[config.mk]
export PLATFORM = sky130hd
export DESIGN_NAME = lsu_ctrl
export DESIGN_NICKNAME = d
export VERILOG_FILES = /design/src/rtl/lsu_ctrl.sv
export SDC_FILE = /design/constraint.sdc
export NUM_CORES = 1
export LEC_CHECK = 0
export ABC_AREA = 1
export BUFFER_PORTS_ARGS = -buffer_cell sky130_fd_sc_hd__buf_2
export CORE_AREA = 2 2 133 135
export DETAILED_ROUTE_END_ITERATION = 7
export DIE_AREA = 0 0 135 137
export SYNTH_ARGS = -nofsm -noshare
export SYNTH_HDL_FRONTEND = slang
export SYNTH_SLANG_ARGS = --single-unit
[constraint.sdc]
create_clock -name clock -period 5.6 [get_ports clock]
set_input_delay 0.28 -clock clock [delete_from_list [all_inputs] [get_ports clock]]
set_output_delay 0.28 -clock clock [all_outputs]
set_load 0.1 [all_outputs]
[src/rtl/lsu_ctrl.sv]
`default_nettype none
// ============================================================================
//  Module      : lsu_ctrl
//  Description : Load/store initiator between the MEM stage and a word-wide
//                dmem. Byte and halfword loads are sign- or zero-extended.
//                Sub-word stores use a read-modify-write sequence.
//                Optional macro LSU_ALIGN_CHECK_EN enables misalignment and
//                reserved-size detection.
//  Revision    : 1.0 - initial release
// ============================================================================
module lsu_ctrl #(
    parameter int AW = 12
) (
    input  logic          clock,
    input  logic          reset,
    input  logic          req_valid,
    output logic          req_ready,
    input  logic          req_we,
    input  logic [1:0]    req_size,
    input  logic          req_signed,
    input  logic [31:0]   req_addr,
    input  logic [31:0]   req_wdata,
    output logic          resp_valid,
    output logic [31:0]   resp_rdata,
    output logic          resp_err,
    output logic          mem_we,
    output logic [AW-1:0] mem_addr,
    output logic [31:0]   mem_wd,
    input  logic [31:0]   mem_rd
);

    localparam logic [2:0] S_IDLE  = 3'd0;
    localparam logic [2:0] S_LOAD  = 3'd1;
    localparam logic [2:0] S_RMW   = 3'd2;
    localparam logic [2:0] S_WRITE = 3'd3;
    localparam logic [2:0] S_RESP  = 3'd4;

    logic [2:0]  r_state;
    logic [1:0]  r_lane;
    logic [1:0]  r_size;
    logic        r_signed;
    logic [15:0] r_wdata;

    logic        w_err;
    logic [1:0]  w_size;
    logic [1:0]  w_lane;
    logic [7:0]  w_byte;
    logic [15:0] w_half;
    logic [31:0] w_load;
    logic [31:0] w_merge;
    logic        w_unused;

    // Byte-address bits above the dmem window are ignored.
    assign w_unused = ^req_addr[31:AW+2];

`ifdef LSU_ALIGN_CHECK_EN
    always_comb begin
        w_err  = (req_size == 2'b11)
               | ((req_size == 2'b01) & req_addr[0])
               | ((req_size == 2'b10) & (req_addr[1:0] != 2'b00));
        w_size = req_size;
        w_lane = req_addr[1:0];
    end
`else
    // Without checking, the reserved size acts as a word and low address
    // bits are forced to the natural alignment of the access.
    always_comb begin
        w_err  = 1'b0;
        w_size = (req_size == 2'b11) ? 2'b10 : req_size;
        case (w_size)
            2'b00:   w_lane = req_addr[1:0];
            2'b01:   w_lane = {req_addr[1], 1'b0};
            default: w_lane = 2'b00;
        endcase
    end
`endif

    always_comb begin
        w_byte = mem_rd[{r_lane, 3'b000} +: 8];
        w_half = r_lane[1] ? mem_rd[31:16] : mem_rd[15:0];
        case (r_size)
            2'b00:   w_load = {{24{r_signed & w_byte[7]}}, w_byte};
            2'b01:   w_load = {{16{r_signed & w_half[15]}}, w_half};
            default: w_load = mem_rd;
        endcase
    end

    always_comb begin
        w_merge = mem_rd;
        if (r_size == 2'b00) begin
            w_merge[{r_lane, 3'b000} +: 8] = r_wdata[7:0];
        end else if (r_lane[1]) begin
            w_merge[31:16] = r_wdata;
        end else begin
            w_merge[15:0] = r_wdata;
        end
    end

    assign req_ready  = (r_state == S_IDLE);
    assign resp_valid = (r_state == S_RESP) & ~reset;
    assign mem_we     = (r_state == S_WRITE) & ~reset;

    always_ff @(posedge clock) begin
        if (reset) begin
            r_state    <= S_IDLE;
            r_lane     <= 2'b00;
            r_size     <= 2'b00;
            r_signed   <= 1'b0;
            r_wdata    <= 16'h0000;
            resp_rdata <= 32'h0000_0000;
            resp_err   <= 1'b0;
            mem_addr   <= '0;
            mem_wd     <= 32'h0000_0000;
        end else begin
            case (r_state)
                S_IDLE: begin
                    if (req_valid) begin
                        r_lane   <= w_lane;
                        r_size   <= w_size;
                        r_signed <= req_signed;
                        r_wdata  <= req_wdata[15:0];
                        if (w_err) begin
                            resp_err   <= 1'b1;
                            resp_rdata <= 32'h0000_0000;
                            r_state    <= S_RESP;
                        end else begin
                            mem_addr <= req_addr[AW+1:2];
                            if (!req_we) begin
                                r_state <= S_LOAD;
                            end else if (w_size == 2'b10) begin
                                mem_wd  <= req_wdata;
                                r_state <= S_WRITE;
                            end else begin
                                r_state <= S_RMW;
                            end
                        end
                    end
                end
                S_LOAD: begin
                    resp_rdata <= w_load;
                    resp_err   <= 1'b0;
                    r_state    <= S_RESP;
                end
                S_RMW: begin
                    mem_wd  <= w_merge;
                    r_state <= S_WRITE;
                end
                S_WRITE: begin
                    resp_rdata <= 32'h0000_0000;
                    resp_err   <= 1'b0;
                    r_state    <= S_RESP;
                end
                S_RESP: begin
                    r_state <= S_IDLE;
                end
                default: begin
                    r_state <= S_IDLE;
                end
            endcase
        end
    end

endmodule
`default_nettype wire
==> key figures <==
Synth
  – Synth top cells by count: nand2_1 (216), inv_1 (134), a21oi_1 (112), o21ai_0 (106), dfxtp_1 (100)
  – Sequential area share after synthesis: 0.339
  – Ys flop type: dfxtp_1
  – Post-synth cell types: 36
  – Post-synthesis compound-gate area fraction: 0.248
  – Leading area contributor after synthesis: dfxtp_1
  – Mux contribution to synthesized area: 0
  – Asr flop ratio synth: 0
  – Count leader, synth: nand2_1
  – Mapped Cells: 944
  – Post-synthesis net count: 1052
  – Synth Area in Adders: 0.0106
  – Synth Register Bits: 100
  – Yosys warns: 0
  – Top post-synthesis cells by area: dfxtp_1 (34%), nand2_1 (14%), a21oi_1 (9.5%)
  – Average size of a mapped cell: 6.25 um^2
  – Synthesized area: 0.00590 mm^2
  – Number of flops mapped to enable cells by yosys: 0
  – Largest family of logic cells by synthesized area: simple AND/OR/NAND/NOR gates
  – Xor and xnor area share after synthesis: 0
  – Proportion of netlist area held by the largest area contributor: 0.339
  – Post-Synth Simple-Gate Area: 0.261

Clock network
  – Post-CTS setup buffers: 0
  – # hold bufs at CTS: 0
  – CTS tree: built
  – CTS H-Tree Depth: 3
  – Resized cells post-CTS: 0
  – CTS root buf: clkbuf_16
  – Worst-skew pair later-pin latency: 0.36 ns
  – Clock-pin slew on the worst setup and hold paths: 0.08 ns
  – Buffers from clock root to sink, at most: 2
  – CTS Buf Count: 9
  – Clock sinks: 100

Worst setup path
  – CP Data Arrival Time: 3.34 ns
  – Top delay family on crit path: simple AND/OR/NAND/NOR gates
  – Crit-path most repeated cell: nand2_1
  – Critical Path Source Type: flop
  – Stages on worst setup path: 11
  – WP buf/inv: 3
  – CP peak stage delay: 0.87 ns
  – CP cell instances: inv_1 -> ha_1 -> clkinv_1 -> nand2_1 -> nor3_2 -> nand3_1 -> nand2_1 -> nand2_1 -> nand3_1 -> nand2_1 -> inv_1
  – CP Data Required Time: 5.91 ns
  – Worst-path fanout max: 22
  – Critical path capture point type: flop
  – WS Path Type: flop to flop
  – Slowest CP cell: dfxtp_1
  – R2r worst-path depth: 11

STA
  – Fmax achieved: 330 MHz
  – Tmin final: 3.03 ns
  – Worst slew margin: 0.327
  – Period Utilization, post-route: 0.542
  – Worst Max-Slew Pin Slew: 1.01 ns
  – RSZ-0062 raised after global routing: false
  – Post-route setup TNS: 0 ns
  – Final Hold Viols: 0
  – Clock Skews: 0.0110 ns
  – Final setup fails: 0
  – Pins over their slew limit: 0

Drt
  – Vias/cell: 4.92
  – DR iter-0 viols: 510
  – WL final: 19.9 mm
  – DRT antenna net count: 0
  – Drt pass-1 iters: 5
  – # DRC: 0
  – Via count: 6366
  – Wire per inst: 15.4 um

Placement
  – DPL Wire Length: 14.4 mm
  – I/O Buffers: 163
  – Gpl congestion: 0.924

Power and ir drop
  – Lkg Pwr: 0.00354 uW
  – Peak VDD IR: 0.000214 V
  – Power per Cell Area: 388 mW/mm^2

Layout
  – Layout area overhead: 20.4%
  – Layout cell share with drive strength beyond 1: 0.201
  – Final net count: 1171
  – Final Core Density: 0.416

Global routing
  – GRT Total Usage: 0.215
  – Initial antenna violation count: 1
  – Grt total ovfl: 0
  – Vias in the first global route: 5749
  – First-pass GRT wire length: 30.9 mm
  – Largest net degree at the start of global routing: 70

Worst hold path
  – Hold path depth: 3
  – Hold Crit Class: input pin to flop

Floorplanning
  – CORE AREA: 0.0171 mm^2
  – Die area: 0.0185 mm^2
  – Die Wd: 135 um
  – Num rows: 48
  – Die height: 137 um
  – Boundary Pins: 183
  – Initial Util: 0.346

Job
  – Max Cap Viol: 0

Outcome
  – Run status: finished clean
## where the power goes
part	internal (uW)	leakage (uW)	switching [uW]
Sequential	800	0.000822	69.5
Combinational	226	0.00255	917
Clock	444	0.000173	296
Total	1470	0.00354	1280
## final timing paths
path	from	to	slack (ns)
max	r_lane[0]$_SDFFE_PP0P_	mem_wd[17]$_SDFFE_PP0P_	2.57
min reg2reg	resp_rdata[6]$_SDFFE_PP0P_	resp_rdata[6]$_SDFFE_PP0P_	0.47
min	req_addr[7]	mem_addr[5]$_SDFFE_PP0P_	0.14
max reg2reg	r_lane[0]$_SDFFE_PP0P_	mem_wd[17]$_SDFFE_PP0P_	2.57
## flip-flops by register name, summed over array words and instances (netlist names)
name,cells
r_signed,1
r_size,2
mem_wd,32
r_wdata,16
r_lane,2
r_state,3
resp_rdata,32
mem_addr,12
## logic make-up after synthesis
family                   after synthesis
AND/OR/NAND/NOR                      365
AO/OA/AOI/OAI                        270
buffers and inverters                203
flip-flops                           100
adder cells (fa/ha/maj)                5
other                                  1
## worst reg2reg max path, stage by stage (launching register included)
cell and delay (ns):
dfxtp_1 0.87, inv_1 0.50, ha_1 0.41, clkinv_1 0.18, nand2_1 0.09, nor3_2 0.40, nand3_1 0.12, nand2_1 0.08
nand2_1 0.12, nand3_1 0.10, nand2_1 0.06, inv_1 0.04
## layer usage
metal	global-route usage	share of wire	vias up
li1	-	-	3275
met1	0.286	0.46	2863
met2	0.338	0.44	216
met3	0.0685	0.087	12
met4	0.0527	0.013	0
met5	0	0	-
## stage by stage
step                      power, uW  cell area [um^2]  worst slack [ns]  hold slack, ns  std cells
final                          2750              7100              2.57           0.145       1294
after global routing           2900              7100              2.34           0.136       1294
after CTS                      2770              7100              2.69           0.133       1293
after detailed placement       2020              6750              2.71           0.456       1277
after global placement         2020              6750              2.67           0.450       1277
after floorplan                1810              5900              1.87           0.415        944
## placed cells by master (no fill, tap or decap), types with 2 or more instances in the layout
cell and count:
nand2_2 2, o211ai_1 20, nand3_1 63, buf_2 163, a21oi_2 10, inv_2 7, bufinv_16 3, nor2_4 4
nor3_1 9, o21ai_0 106, nor2_1 63, a211oi_1 3, clkinv_1 2, inv_1 134, ha_1 5, inv_6 3
nor2_2 3, nand2_1 216, o221ai_1 3, buf_4 4, clkbuf_16 9, a21oi_1 112, o21ai_1 12, dfxtp_1 99
## final cells by class
| type | count | area [um^2] |
|---|---|---|
| clock inverters | 7 | 128 |
| diodes | 1 | 2.50 |
| well taps | 225 | 282 |
| flip-flops and latches | 100 | 2000 |
| fillers | 1862 | 9950 |
| clock buffers | 9 | 225 |
| multi-input cells | 641 | 3070 |
| inverters | 144 | 546 |
| repair buffers | 167 | 846 |
No activity file was read; power rests on OpenSTA's default activity.
